[src/rtl/id_ex_stage.sv]
// ID/EX pipeline register with load-use hazard detection and squash handling.
// A load in EX whose destination (rt) is read by the ID-stage instruction
// inserts a one-cycle bubble and holds PC and IF/ID. A flush squashes the
// ID-stage instruction and takes priority over the stall.
// Optional bubble statistics counter: define ID_EX_BUBBLE_STATS_EN.
module id_ex_stage #(
  parameter int unsigned NB_DATA = 32,
  parameter int unsigned NB_REG  = 5,
  parameter int unsigned NB_CNT  = 16
) (
  input  logic               i_clk,
  input  logic               i_rst,
  // decoder control bits
  input  logic               i_jump,
  input  logic               i_branch,
  input  logic               i_regDst,
  input  logic               i_mem2Reg,
  input  logic               i_regWrite,
  input  logic               i_memRead,
  input  logic               i_memWrite,
  input  logic               i_sign_flag,
  input  logic               i_immediate,
  input  logic [1:0]         i_aluSrc,
  input  logic [1:0]         i_aluOp,
  input  logic [1:0]         i_width,
  // operands
  input  logic [NB_DATA-1:0] i_rs_data,
  input  logic [NB_DATA-1:0] i_rt_data,
  input  logic [NB_DATA-1:0] i_imm,
  input  logic [NB_DATA-1:0] i_pc4,
  input  logic [NB_REG-1:0]  i_rs,
  input  logic [NB_REG-1:0]  i_rt,
  input  logic [NB_REG-1:0]  i_rd,
  input  logic               i_flush,
  input  logic               i_valid,
  // EX-stage registered copies
  output logic               o_ex_jump,
  output logic               o_ex_branch,
  output logic               o_ex_regDst,
  output logic               o_ex_mem2Reg,
  output logic               o_ex_regWrite,
  output logic               o_ex_memRead,
  output logic               o_ex_memWrite,
  output logic               o_ex_sign_flag,
  output logic               o_ex_immediate,
  output logic [1:0]         o_ex_aluSrc,
  output logic [1:0]         o_ex_aluOp,
  output logic [1:0]         o_ex_width,
  output logic [NB_DATA-1:0] o_ex_rs_data,
  output logic [NB_DATA-1:0] o_ex_rt_data,
  output logic [NB_DATA-1:0] o_ex_imm,
  output logic [NB_DATA-1:0] o_ex_pc4,
  output logic [NB_REG-1:0]  o_ex_rs,
  output logic [NB_REG-1:0]  o_ex_rt,
  output logic [NB_REG-1:0]  o_ex_rd,
  output logic               o_ex_valid,
  // hazard control
  output logic               o_pc_write,
  output logic               o_ifid_write,
  output logic               o_stall,
  output logic [NB_CNT-1:0]  o_bubble_cnt
);

  logic rt_used;
  logic rt_match;
  logic rs_match;
  logic hazard;
  logic bubble;

  // Hazard detection against the instruction currently held in EX.
  always_comb begin
    rt_used  = ~i_immediate | i_memWrite | i_branch;
    rs_match = (o_ex_rt == i_rs);
    rt_match = rt_used & (o_ex_rt == i_rt);
    hazard   = o_ex_valid & o_ex_memRead & (o_ex_rt != '0) & (rs_match | rt_match) & i_valid;
    // Reset wins: the reset cycle never holds the front end.
    o_stall      = hazard & ~i_flush & ~i_rst;
    o_pc_write   = ~o_stall;
    o_ifid_write = ~o_stall;
    bubble       = o_stall | i_flush | ~i_valid;
  end

  // Pipeline register: operands always load; control is zeroed on a bubble.
  always_ff @(posedge i_clk) begin
    if (i_rst) begin
      o_ex_jump      <= 1'b0;
      o_ex_branch    <= 1'b0;
      o_ex_regDst    <= 1'b0;
      o_ex_mem2Reg   <= 1'b0;
      o_ex_regWrite  <= 1'b0;
      o_ex_memRead   <= 1'b0;
      o_ex_memWrite  <= 1'b0;
      o_ex_sign_flag <= 1'b0;
      o_ex_immediate <= 1'b0;
      o_ex_aluSrc    <= 2'b00;
      o_ex_aluOp     <= 2'b00;
      o_ex_width     <= 2'b11;
      o_ex_rs_data   <= '0;
      o_ex_rt_data   <= '0;
      o_ex_imm       <= '0;
      o_ex_pc4       <= '0;
      o_ex_rs        <= '0;
      o_ex_rt        <= '0;
      o_ex_rd        <= '0;
      o_ex_valid     <= 1'b0;
    end else begin
      o_ex_regDst    <= i_regDst;
      o_ex_mem2Reg   <= i_mem2Reg;
      o_ex_sign_flag <= i_sign_flag;
      o_ex_immediate <= i_immediate;
      o_ex_aluSrc    <= i_aluSrc;
      o_ex_rs_data   <= i_rs_data;
      o_ex_rt_data   <= i_rt_data;
      o_ex_imm       <= i_imm;
      o_ex_pc4       <= i_pc4;
      o_ex_rs        <= i_rs;
      o_ex_rt        <= i_rt;
      o_ex_rd        <= i_rd;
      if (bubble) begin
        o_ex_jump     <= 1'b0;
        o_ex_branch   <= 1'b0;
        o_ex_regWrite <= 1'b0;
        o_ex_memRead  <= 1'b0;
        o_ex_memWrite <= 1'b0;
        o_ex_aluOp    <= 2'b00;
        o_ex_width    <= 2'b11;
        o_ex_valid    <= 1'b0;
      end else begin
        o_ex_jump     <= i_jump;
        o_ex_branch   <= i_branch;
        o_ex_regWrite <= i_regWrite;
        o_ex_memRead  <= i_memRead;
        o_ex_memWrite <= i_memWrite;
        o_ex_aluOp    <= i_aluOp;
        o_ex_width    <= i_width;
        o_ex_valid    <= i_valid;
      end
    end
  end

`ifdef ID_EX_BUBBLE_STATS_EN
  logic [NB_CNT-1:0] bubble_cnt_q;

  // Saturating count of stall and flush bubbles.
  always_ff @(posedge i_clk) begin
    if (i_rst) begin
      bubble_cnt_q <= '0;
    end else if ((o_stall | i_flush) && (bubble_cnt_q != {NB_CNT{1'b1}})) begin
      bubble_cnt_q <= bubble_cnt_q + 1'b1;
    end
  end

  assign o_bubble_cnt = bubble_cnt_q;
`else
  assign o_bubble_cnt = '0;
`endif

endmodule

[config.mk]
export PLATFORM = sky130hd
export DESIGN_NAME = id_ex_stage
export DESIGN_NICKNAME = d
export VERILOG_FILES = /design/src/rtl/id_ex_stage.sv
export SDC_FILE = /design/constraint.sdc
export NUM_CORES = 1
export LEC_CHECK = 0
export CORE_AREA = 2 2 131 133
export CTS_CLUSTER_SIZE = 24
export DETAILED_ROUTE_END_ITERATION = 12
export DIE_AREA = 0 0 133 135
export GPL_TIMING_DRIVEN = 0
export PLACE_DENSITY = 0.68
export SETUP_SLACK_MARGIN = 0.3
export SLEW_MARGIN = 20
export SYNTH_ARGS = -nofsm -noshare
export SYNTH_HDL_FRONTEND = slang
export SYNTH_SLANG_ARGS = --single-unit
[constraint.sdc]
create_clock -name i_clk -period 4.3 [get_ports i_clk]
set_input_delay 0.86 -clock i_clk [delete_from_list [all_inputs] [get_ports i_clk]]
set_output_delay 0.86 -clock i_clk [all_outputs]
set_load 0.02 [all_outputs]
==> results.md, run 1 <==
* Ant diodes at 0
* Setup TNS at 0 ps
* Vias per cell at 3.90
* Syn Std Cell Area at 4600 um^2
* Number of distinct library cells after synthesis at 22
* Post-synthesis instance total at 387
* Setup bufs post-CTS at 0
* Total number of vias at 3,802
* Unrepaired setup endpoints after global routing: false
* Crit. End Element: primary output
* Gp weighted congestion at 0.800
* Clk slew on worst S/H paths at 60 ps
* Final setup margin at around 480 ps
* Hold_ws at 731 ps
* Arr. time, crit path at 2960 ps
* GRT Overall Usage at 0.158
* CTS tree: built
* Period minus WS final at between 3000 and 4000 ps
* Antenna violations before repair at 0
* Initial core utilization at 0.280
* Core Region at 16,400 um^2
* Static Leak at 3.39 nW
* Commonest cells after routing, fill and taps aside: clkdlybuf4s50_1 (322), dfxtp_1 (159), nor2b_1 (149)
* Flop pwr share at 0.443
* Worst EP required at 3440 ps
* Hold Violations, Final at 0
* Internal power at 0.00274 W
* Wirelength per Cell at 14.8 um
* Die area at ~18,000 um^2
* Commonest non-fill, non-tap cell in the layout: clkdlybuf4s50_1
* Number of I/O port buffers at 322
* Resized cells post-CTS at 0
* Clk_skew at roughly 4.1 ps
* Kind of critical path: input port to primary output
* Number of global-route vias before repair at 3,987
* Total power at 0.00356 W
* GRT overflow at 0
* Fill count at about 1,400
* Highest Clock Rate at about 260 MHz
* Max-slew headroom at 0.598
* Num CTS Buffers at 17
* Avg Inst Size Synth at 11.9 um^2
* Seq/Total Area, Yosys at 0.692
* Slew Viols, Final at 0
* Worst-Skew Late Latency at roughly 410 ps
* Clock power frac at 0.410
* Max Cap Viol at 0
* Area grow syn2layout at 89.7%
* Hold buffers post-CTS at 0
* Synth Register Bits at between 150 and 200
* Sw frac at 0.230
* 1st-iter DRT viols at 73
* NumNets Final at 905
* Worst-Margin Slew at 604 ps
* Crit share post-route at 0.888
* Maximum vdd ir drop at 0.252 mV
* Fraction of layout cells with a size suffix above 1 at 0.0675
* Critical path, cell by cell: clkdlybuf4s50_1 -> nor3b_4 -> nand3_2 -> a21oi_2 -> buf_6 -> nand2_1 -> buf_4 -> clkdlybuf4s50_1
* Pin count of the biggest net entering global routing at 17
* Clk sinks at around 160
* Critical Path Slowest Stage Cell: clkdlybuf4s50_1
* Cell family with most CP delay: buffers and inverters
* Clk buf depth at 2
* Largest stage delay on the critical path at 540 ps
* Final WL at 14,500 um
* Multi-input logic area at 1260 um^2
* # rows at 47
* Register area at 3180 um^2
* Most used cell, CP: clkdlybuf4s50_1
* Max FO, Critical Path at 10
* DRC Markers at 0
* CP bufs+invs at 4
* Ys Warns at 0
* Psw at slightly above 0.0008 W
* Clk root buf: clkbuf_16
* Final ANT Viol Nets at 0
* # setup viols final at 0
* Die Wd at 133 um
* First-pass DRT Iterations at 4
* Pre-CTS setup slack at 433 ps
* Power Density at 408 nW/um^2
* Critical Path Start Type: input port
* Gate power share at 0.147
* First-pass GRT wire length at about 22,000 um
* Die Y at between 100 and 150 um
* Status: finished, final reports clean
* I/O Pins at 340
* # H-tree levels at 4
* Hpwl dp at between 10,000 and 15,000 um
* Worst Hold Class: register to register
[power groups by stage]
stage / clock (W) / sequential (W) / combinational, W
6_report: 0.00146 / 0.00157 / 0.000524
5_1_grt: 0.00156 / 0.00158 / 0.000553
4_1_cts: 0.00150 / 0.00158 / 0.000529
3_5_place_dp: 0 / 0.00161 / 0.000525
3_3_place_gp: 0 / 0.00161 / 0.000519
2_1_floorplan: 0 / 0.00170 / 0.000104
[synthesized netlist by cell type]
library cell,number,share of area
dfxtp_1,159,0.69
nand3_1,1,0.0011
buf_2,1,0.0011
nor2b_1,149,0.20
nor3b_4,1,0.0041
nand4_1,1,0.0014
and2_1,1,0.0014
a21oi_2,1,0.0019
nor2_1,2,0.0016
a21oi_1,8,0.0087
conb_1,1,0.00081
buf_6,2,0.0049
o21ai_0,1,0.0011
a211o_1,2,0.0038
nand2b_1,1,0.0014
nor3_1,1,0.0011
xnor2_1,10,0.019
buf_4,17,0.028
o22ai_1,1,0.0014
clkbuf_1,16,0.013
nand3_2,1,0.0022
nand2_1,10,0.0082
[tightest hold or removal path: cells and delay by family, from the launching register on]
family                 cells  cell delay, ps
AO/OA/AOI/OAI              2             180
flip-flops                 1             320
AND/OR/NAND/NOR            1              60
buffers and inverters      1             130
[metal layers]
layer  global-route usage  wire length [um]  up-vias
li1                     -                 -     1863
met1                0.164              5450     1718
met4               0.0717               379        0
met3               0.0574              1070       27
met2                0.285              7550      194
met5                    0                 0        -
[area by class of cell]
| type | count | share of cell area |
|---|---|---|
| buffer | 36 | 0.0246 |
| timing repair buffer | 322 | 0.369 |
| tap | 220 | 0.0315 |
| sequential | 159 | 0.365 |
| multi-input combinational | 207 | 0.144 |
| clock buffer | 22 | 0.0532 |
| clock inverter | 9 | 0.0126 |
[per-stage QoR]
stage / cells / util / cell area [um^2]
CTS: 975 / 0.532 / 8730
global route: 975 / 0.532 / 8730
global placement: 944 / 0.497 / 8160
finish: 975 / 0.532 / 8730
detailed placement: 944 / 0.497 / 8160
floorplan: 402 / - / 4660
[worst paths after layout]
check / startpoint / endpoint / slack [ps] / cells after the start
worst max-delay path: i_flush / o_pc_write / 480 / 8
worst min-delay path: o_ex_memRead$_SDFF_PP0_ / o_ex_aluOp[0]$_SDFF_PP0_ / 730 / 4
worst max register to register: o_ex_rt[1]$_SDFF_PP0_ / o_ex_aluOp[1]$_SDFF_PP0_ / 2840 / 5
worst min register to register: o_ex_memRead$_SDFF_PP0_ / o_ex_aluOp[0]$_SDFF_PP0_ / 730 / 4
[logic make-up after synthesis]
| logic type | synth area share |
|---|---|
| simple gates | 0.225 |
| flops | 0.692 |
| compound gates | 0.0169 |
| other cells | 0.000815 |
| buf+inv | 0.0468 |
| xor+xnor | 0.0190 |
[registers in the layout, indices dropped and copies added (netlist names)]
name	count
o_ex_branch	1
o_ex_pc4	32
o_ex_memRead	1
o_ex_rd	5
o_ex_immediate	1
o_ex_valid	1
o_ex_regWrite	1
o_ex_jump	1
o_ex_rs	5
o_ex_imm	32
o_ex_width	2
o_ex_regDst	1
o_ex_rs_data	32
o_ex_sign_flag	1
o_ex_aluOp	2
o_ex_rt_data	32
o_ex_aluSrc	2
o_ex_memWrite	1
o_ex_rt	5
o_ex_mem2Reg	1
Power figures use the tool's default switching activity.
==> run 2: changes to the inputs <==
--- a/config.mk
+++ b/config.mk
@@ -5,12 +5,12 @@
 export SDC_FILE = /design/constraint.sdc
 export NUM_CORES = 1
 export LEC_CHECK = 0
-export CORE_AREA = 2 2 131 133
+export CORE_AREA = 2 2 133 135
 export CTS_CLUSTER_SIZE = 24
 export DETAILED_ROUTE_END_ITERATION = 12
-export DIE_AREA = 0 0 133 135
+export DIE_AREA = 0 0 135 137
 export GPL_TIMING_DRIVEN = 0
-export PLACE_DENSITY = 0.68
+export PLACE_DENSITY = 0.66
 export SETUP_SLACK_MARGIN = 0.3
 export SLEW_MARGIN = 20
 export SYNTH_ARGS = -nofsm -noshare
==> run 2 against run 1 <==
- sequential cell count stayed put
- critical path type unchanged
- clock-buffer cell count decreased by 4
- critical path depth unchanged
- worst hold slack lost 6.9 ps
- global-route usage fell by 1.1 points
- combinational power about the same
- sequential share of layout area decreased by 0.37 points
- cell count is 0.62% higher
- cell area grew 1.0%
- largest power group is now the clock network
- utilization is 1.5 points lower
- clock power rose by 14%
==> results.md, run 2 (synthesis results as in run 1) <==
* Status: finished, final reports clean
* Die Y at 137 um
* Hold_ws at just over 700 ps
* # rows at 48
* Non-Filler Instances at 981
* Wirelength per Cell at 14.3 um
* Static Leak at roughly 3.4 nW
* Fill count at between 1,500 and 2,000
* # setup viols final at 0
* Resized cells post-CTS at 0
* R2r worst-path depth at 5
* Final ANT Viol Nets at 0
* Hold worst-path end: o_ex_memWrite$_SDFF_PP0_
* Period minus WS final at roughly 3800 ps
* 1st-iter DRT viols at 87
* Reg2Reg Launch Point: o_ex_rt[0]$_SDFF_PP0_
* Hold buffers post-CTS at 0
* Commonest cells after routing, fill and taps aside: clkdlybuf4s50_1 (322), dfxtp_1 (159), nor2b_1 (149)
* Gp weighted congestion at 0.775
* Worst R2R Setup Slack at approximately 2900 ps
* First-pass GRT wire length at 20,400 um
* Crit Reg-Reg Endpoint: o_ex_aluOp[0]$_SDFF_PP0_
* Total number of vias at 3,750
* # H-tree levels at 4
* First-pass DRT Iterations at 3
* Maximum vdd ir drop at about 0.25 mV
* Clk slew on worst S/H paths at 60 ps
* Area grow syn2layout at 91.7%
* Worst Hold Class: register to register
* Arr. time, crit path at 2940 ps
* Hold path depth at 4
* GRT Overall Usage at 0.146
* Dpl cell area at 8160 um^2
* Fraction of layout cells with a size suffix above 1 at 0.0714
* Ant diodes at 0
* Hold Violations, Final at 0
* NumNets Final at 905
* Core Region at between 15,000 and 20,000 um^2
* CTS tree: built
* Number of global-route vias before repair at ~3,900
* Die Wd at 135 um
* Initial core utilization at 0.270
* Max-slew headroom at 0.586
* Max Cap Viol at 0
* Worst EP required at 3440 ps
* Clk root buf: clkbuf_16
* Pin count of the biggest net entering global routing at 17
* Worst-Skew Late Latency at 410 ps
* Max FO, Critical Path at 10
* DP Cell Count at 949
* Startpoint of the worst hold path: o_ex_memRead$_SDFF_PP0_
* Kind of critical path: input port to primary output
* Hpwl dp at 11,400 um
* Worst-Margin Slew at ~620 ps
* Vias per cell at approximately 3.8
* DRC Markers at 0
* Clk_skew at 6.74 ps
* Design Area, Final at roughly 8800 um^2
* Highest Clock Rate at 263 MHz
* GRT overflow at 0
* Power Density at 426 nW/um^2
* Die area at 18,500 um^2
* Final WL at 14,100 um
* Number of I/O port buffers at 322
* Unrepaired setup endpoints after global routing: false
* Crit. End Element: primary output
* Crit share post-route at 0.883
* Slew Viols, Final at 0
* Setup bufs post-CTS at 0
* Setup TNS at 0 ps
* Clk buf depth at 2
* Commonest non-fill, non-tap cell in the layout: clkdlybuf4s50_1
* Antenna violations before repair at 0
* Clk sinks at 159
* I/O Pins at 340
* Num CTS Buffers at 17
* Critical Path Start Type: input port
[run 2: cell count changes in the layout (fill, tap and decap cells not counted)]
cell / previous run / this run
bufinv_16: 2 / 5
clkbuf_1: 19 / 17
clkbuf_8: 2 / 0
clkinv_2: 2 / 0
clkinv_4: 1 / 0
inv_6: 1 / 5
inv_8: 0 / 1
[run 2: layer usage]
| layer | vias to the layer above | track usage | share of wire |
|---|---|---|---|
| met5 | - | 0 | 0 |
| met3 | 28 | 0.0548 | 0.086 |
| li1 | 1864 | - | - |
| met1 | 1666 | 0.148 | 0.36 |
| met2 | 192 | 0.264 | 0.52 |
| met4 | 0 | 0.0747 | 0.028 |
[run 2: per-stage QoR]
step / utilization / worst slack (ps) / power [W]
floorplan: - / 1420 / 0.00181
global placement: 0.479 / 506 / 0.00213
detailed placement: 0.479 / 493 / 0.00213
CTS: 0.517 / 486 / 0.00381
global route: 0.517 / 340 / 0.00390
finish: 0.517 / 501 / 0.00376
[run 2: cell type report]
class / count / area (um^2) / share of cell area
well taps: 225 / 282 / 0.0319
clock buffers: 18 / 429 / 0.0487
multi-input cells: 207 / 1260 / 0.143
flip-flops and latches: 159 / 3180 / 0.361
clock inverters: 14 / 228 / 0.0258
repair buffers: 322 / 3220 / 0.365
plain buffers: 36 / 215 / 0.0244
[run 2: worst max-delay path by stage]
stage,startpoint,to,slack (ps)
after floorplan,i_rst,o_pc_write,1420
after global placement,i_flush,o_pc_write,510
after detailed placement,i_flush,o_pc_write,490
after CTS,i_flush,o_pc_write,490
after global routing,i_valid,o_pc_write,340
final,i_valid,o_pc_write,500
[run 2: power breakdown]
part           internal, W  total (W)  switching [W]
Combinational     0.000307   0.000522       0.000215
Sequential         0.00155    0.00157      0.0000243
Clock              0.00104    0.00166       0.000616
[run 2: worst max-delay path, cell delays in order]
cell,delay [ps]
clkdlybuf4s50_1,480
nor3b_4,360
nand3_2,120
a21oi_2,190
buf_6,160
nand2_1,80
buf_4,140
clkdlybuf4s50_1,540
==> run 3: changes to the inputs <==
--- a/config.mk
+++ b/config.mk
@@ -10,6 +10,7 @@
 export DETAILED_ROUTE_END_ITERATION = 12
 export DIE_AREA = 0 0 135 137
 export GPL_TIMING_DRIVEN = 0
+export HOLD_SLACK_MARGIN = 0.06
 export PLACE_DENSITY = 0.66
 export SETUP_SLACK_MARGIN = 0.3
 export SLEW_MARGIN = 20
==> results of run 3 <==
Final layout, timing and power as in run 2 (identical DEF).
